$ cat config.mk
export PLATFORM = sky130hd
export DESIGN_NAME = a429_tx
export DESIGN_NICKNAME = d
export VERILOG_FILES = /design/src/rtl/a429_pkg.sv /design/src/rtl/a429_baud.sv /design/src/rtl/a429_tx.sv
export SDC_FILE = /design/constraint.sdc
export NUM_CORES = 1
export LEC_CHECK = 0
export BUFFER_PORTS_ARGS = -buffer_cell sky130_fd_sc_hd__buf_2
export CELL_PAD_IN_SITES_DETAIL_PLACEMENT = 0
export CELL_PAD_IN_SITES_GLOBAL_PLACEMENT = 2
export CORE_UTILIZATION = 35
export DETAILED_ROUTE_END_ITERATION = 10
export PLACE_DENSITY_LB_ADDON = 0.1
export SLEW_MARGIN = 20
export SYNTH_ARGS = -nofsm -noshare
export SYNTH_HDL_FRONTEND = slang
export SYNTH_SLANG_ARGS = --single-unit
$ cat constraint.sdc
create_clock -name clk_i -period 4.38 [get_ports clk_i]
set_input_delay 0.438 -clock clk_i [delete_from_list [all_inputs] [get_ports clk_i]]
set_output_delay 0.438 -clock clk_i [all_outputs]
set_load 0.02 [all_outputs]
$ cat src/rtl/a429_pkg.sv
// Shared definitions for the ARINC 429 transmitter: state encoding,
// default timing parameters and the on-wire bit ordering helper.
package a429_pkg;

  typedef enum logic [1:0] {
    ST_IDLE = 2'd0,
    ST_DATA = 2'd1,
    ST_GAP  = 2'd2
  } a429_state_e;

  localparam int unsigned DIV_HI_DEF   = 250;   // 100 kbps at 50 MHz
  localparam int unsigned DIV_LO_DEF   = 2000;  // 12.5 kbps at 50 MHz
  localparam int unsigned GAP_BITS_DEF = 4;

  // Reorders a word so that bit i is the i-th bit on the wire: label bits
  // 7..0 first (MSB first), then 8..31, with optional odd parity in bit 31.
  function automatic logic [31:0] tx_order(input logic [31:0] word, input logic par_ena);
    logic [31:0] seq;
    for (int i = 0; i < 8; i++) seq[i] = word[7-i];
    seq[31:8] = word[31:8];
    if (par_ena) seq[31] = ~^word[30:0];
    return seq;
  endfunction

endpackage

$ cat src/rtl/a429_baud.sv
// Half-bit tick generator: down-counter reloaded with div-1 on restart or
// on reaching zero, producing a single-cycle tick every div cycles.
module a429_baud (
  input  logic        clk_i,
  input  logic        rst_i,
  input  logic [15:0] div,
  input  logic        restart,
  output logic        tick
);

  logic [15:0] cnt_q;

  // NOTE: sequential state is always written with <= so every flop samples
  // the pre-edge values of its neighbours, independent of block ordering.
  always_ff @(posedge clk_i) begin
    if (rst_i)                         cnt_q <= '0;
    else if (restart || cnt_q == '0)   cnt_q <= div - 16'd1;
    else                               cnt_q <= cnt_q - 16'd1;
  end

  // Reloading at zero (never decrementing past it) avoids a wrap to 16'hFFFF.
  assign tick = (cnt_q == '0) && !restart;

endmodule

$ cat src/rtl/a429_tx.sv
// ARINC 429 bipolar RZ word transmitter fed from a first-word-fall-through
// FIFO; sends 32-bit words with a minimum null gap between them.
module a429_tx
  import a429_pkg::*;
#(
  parameter int unsigned DIV_HI   = DIV_HI_DEF,
  parameter int unsigned DIV_LO   = DIV_LO_DEF,
  parameter int unsigned PAR_ENA  = 1,
  parameter int unsigned GAP_BITS = GAP_BITS_DEF
) (
  input  logic        clk_i,
  input  logic        rst_i,
  input  logic        tx_ena,
  input  logic        tx_hi_spd,
  input  logic [31:0] tf_do,
  input  logic        tf_et,
  output logic        tf_rd,
  output logic        tx_hi,
  output logic        tx_lo,
  output logic        tx_busy,
  output logic        tx_done
);

  localparam logic [15:0] DIV_HI_W = 16'(DIV_HI);
  localparam logic [15:0] DIV_LO_W = 16'(DIV_LO);
  localparam logic [5:0]  GAP_LAST = 6'(2 * GAP_BITS - 1);

  a429_state_e state_q, state_d;
  logic [31:0] shift_q;
  logic [5:0]  half_q;
  logic        spd_q;
  logic        hold_q;
  logic        tick;
  logic        pop;
  logic        last_data;
  logic        last_gap;
  logic [15:0] div_sel;

  // hold_q forces one IDLE cycle after every gap before the next pop.
  assign pop       = (state_q == ST_IDLE) && tx_ena && !tf_et && !hold_q && !rst_i;
  assign last_data = (state_q == ST_DATA) && tick && (half_q == 6'd63);
  assign last_gap  = (state_q == ST_GAP)  && tick && (half_q == GAP_LAST);
  assign div_sel   = ((state_q == ST_IDLE) ? tx_hi_spd : spd_q) ? DIV_HI_W : DIV_LO_W;

  a429_baud u_baud (
    .clk_i   (clk_i),
    .rst_i   (rst_i),
    .div     (div_sel),
    .restart (pop),
    .tick    (tick)
  );

  always_ff @(posedge clk_i) begin
    if (rst_i) state_q <= ST_IDLE;
    else       state_q <= state_d;
  end

  // NOTE: every always_comb output gets a default first so no path leaves it
  // unassigned, which would otherwise infer a latch.
  always_comb begin
    state_d = state_q;
    case (state_q)
      ST_IDLE: if (pop)       state_d = ST_DATA;
      ST_DATA: if (last_data) state_d = ST_GAP;
      ST_GAP:  if (last_gap)  state_d = ST_IDLE;
      default:                state_d = ST_IDLE;
    endcase
  end

  always_ff @(posedge clk_i) begin
    if (rst_i) begin
      shift_q <= '0;
      half_q  <= '0;
      spd_q   <= 1'b0;
      hold_q  <= 1'b0;
    end else begin
      hold_q <= last_gap;
      if (pop) begin
        shift_q <= tx_order(tf_do, PAR_ENA != 0);
        spd_q   <= tx_hi_spd;
        half_q  <= '0;
      end else if (state_q != ST_IDLE && tick) begin
        // 63 -> 0 wraps naturally, so the gap count starts from zero.
        half_q <= half_q + 6'd1;
        if (state_q == ST_DATA && half_q[0]) shift_q <= shift_q >> 1;
      end
    end
  end

  always_comb begin
    tf_rd   = pop;
    tx_busy = (state_q != ST_IDLE);
    tx_done = last_data;
    tx_hi   = (state_q == ST_DATA) && !half_q[0] &&  shift_q[0];
    tx_lo   = (state_q == ST_DATA) && !half_q[0] && !shift_q[0];
  end

endmodule
==> impl_metrics.json <==
{
  "yosysMostFrequentCell": "dfxtp_1",
  "diodes": 0,
  "cts.path.max_buffers": 2,
  "wl_per_cell_um": 12.6,
  "critPathKind": "register to primary output",
  "routabilityCongestion": 0.725,
  "relSlewSlack_pct": 49.0,
  "tightest_slew_ns": 0.762,
  "skew_ns": 0.00488,
  "wl_um": 5610,
  "netlist_area_sq_um": 2830,
  "seq_area_frac_synth_pct": 41.1,
  "crit_path_max_fanout": 24,
  "die_area_sq_um": 8440,
  "drt_iter0_markers": 39,
  "ctsHoldBuffers": 0,
  "worst_ep_arrival_time_ns": 2.27,
  "synth.distinct_cells": 37,
  "cp.required_ns": 3.94,
  "rsz0062_at_grt": "no",
  "p_total_mw": 1.54,
  "synth_ff_type": "dfxtp_1",
  "die_h_um": 91.8,
  "status": "completed",
  "postCtsResizedCells": 0,
  "synthAdderAreaFrac_pct": 1.33,
  "endpoint_kind": "primary output",
  "finalSetupTns_ns": 0,
  "n_fill_cell": 821,
  "cts_tree": "done",
  "worstSetupStartpoint": "state_q[1]",
  "syn_to_final_growth_pct": 15.1,
  "maxSlewViolCount": 0,
  "grt_max_degree": 33,
  "drc_errors": 0,
  "root_buffer": "clkbuf_8",
  "io_buffers": 40,
  "fmax_mhz": 369,
  "grt_first_pass_wirelength_um": 9430,
  "async_flop_share_pct": 0,
  "insertion_delay_ns": 0.33,
  "syn_avg_cell_area_sq_um": 9.42,
  "synth_warnings": 0,
  "ys_ff_latch": 58,
  "pwr_density_cell_nw_per_um2": 473,
  "routed_via_density": 4.72,
  "power.leakage_nw": 1.18,
  "cts_sinks": 58,
  "synth_common_cells": "58 x dfxtp_1, 38 x nand2_1, 34 x xnor2_1",
  "grt.total_usage_pct": 14.5,
  "cts.clk_slew.worst_paths_ns": 0.06,
  "numCtsBuffers": 9,
  "synthXorXnorAreaFrac_pct": 15.6,
  "synth_edf_count": 0,
  "r2r-start": "u_baud.cnt_q[7]",
  "htreeDepth": 3,
  "finalSetupViolCount": 0,
  "muxShareOfSynthArea_pct": 11.3,
  "overflow": 0,
  "fin_crit_sh_pct": 61.8,
  "regToRegSetupSlack_ns": 2.00,
  "antenna_found_initial": 0,
  "final_nets": 381,
  "vias": 2106,
  "peakVddDrop_mv": 0.177,
  "yosys.area.top_type": "dfxtp_1",
  "synth_nets": 340,
  "synth_simple_gate_area_share_pct": 16.0,
  "synth-compound-area-share_pct": 10.1,
  "hold_class": "input port to register",
  "synth_top_family_by_area": "simple AND/OR/NAND/NOR gates",
  "drtPass1Iterations": 4,
  "synth_top_area_share_pct": 41.1,
  "hold_start": "tf_do[9]",
  "worstSetupStartpointType": "register",
  "antenna_left": 0,
  "maxCapViolCount": 0,
  "core_area_sq_um": 7770,
  "layout-drive-gt1-share_pct": 18.6,
  "initial_core_util_pct": 36.4,
  "rows": 32,
  "io_pins": 42,
  "die_w_um": 91.8,
  "synth_area_leaders": "dfxtp_1 41%, mux2i_1 11%, xnor2_1 11%, nand2_1 5.0%, o21ai_1 5.0%",
  "dpl.hpwl_um": 4080,
  "syn_inst": 300,
  "grt_pass1_vias": 2057,
  "hold_violations": 0,
  "period_needed_ns": 2.71,
  "cts_setup_buffers": 0
}
routing by layer:
metal | GRT usage [%] | vias up | routed length [um]
li1 | - | 1111 | -
met1 | 17.5 | 953 | 2660
met2 | 23.8 | 35 | 2650
met3 | 3.90 | 7 | 207
met4 | 7.03 | 0 | 93
met5 | 0 | - | 0
worst max-delay path, stage by stage (launching register included):
cell and delay, ns:
dfxtp_1 0.32, nor2_1 0.42, nand3_1 0.20, nor2_2 0.42, buf_4 0.35, buf_2 0.21
power breakdown:
part	internal (mW)	switching, mW	leakage (nW)
Sequential	0.597	0.0561	0.474
Clock	0.285	0.198	0.101
Combinational	0.205	0.196	0.609
worst paths after layout:
path | depth (start not counted) | to
worst min register to register | 1 | u_baud.cnt_q[0]
worst max-delay path | 5 | tf_rd
worst max register to register | 5 | shift_q[16]
worst min-delay path | 3 | shift_q[9]
flip-flops by register name, indices dropped and copies added (netlist names):
signal,cells
half_q,6
hold_q,1
shift_q,32
spd_q,1
state_q,2
u_baud.cnt_q,16
through the flow:
step                      utilization, %  area (sq um)  instances  setup slack (ns)  hold slack (ns)
after floorplan                        -          2830        300              2.28            0.433
after global placement              39.4          3060        432              1.96            0.449
after detailed placement            39.4          3060        432              1.96            0.461
after CTS                           41.9          3250        446              1.62            0.318
after global routing                41.9          3250        446              1.45            0.326
final                               41.9          3250        446              1.67            0.331
cell type report:
class	count	area, sq um	share of cell area, %
Clock inverter	3	40.0	1.23
Sequential cell	58	1160	35.7
Multi-Input combinational cell	225	1540	47.3
Clock buffer	11	151	4.66
Inverter	5	18.8	0.577
Tap cell	102	128	3.92
Timing Repair Buffer	42	215	6.62
cells by family after synthesis:
kind of cell	Yosys count
and+or+nand+nor	94
DFF	58
AOI/OAI and AO/OA	52
xor gates and xnor gates	44
muxes	32
buffers and inverters	17
adders and majority gates	3
placed cells by master, fill, tap and decap left out, types with 2 or more instances in the layout:
cell,instances
xnor3_1,4
a21oi_1,11
dfxtp_1,58
nor3_1,7
ha_1,3
o21a_1,2
clkbuf_8,11
nor3b_1,2
or3_2,2
o21ai_1,28
nand2_1,38
mux2i_1,32
nand3_1,5
nor4_1,5
xor2_1,6
clkinv_2,2
a31oi_1,2
nor2b_1,2
nand2b_1,3
xnor2_1,34
o21ai_0,3
buf_4,2
buf_2,40
inv_1,5
nor2_1,21
No activity file was read; power rests on OpenSTA's default activity.
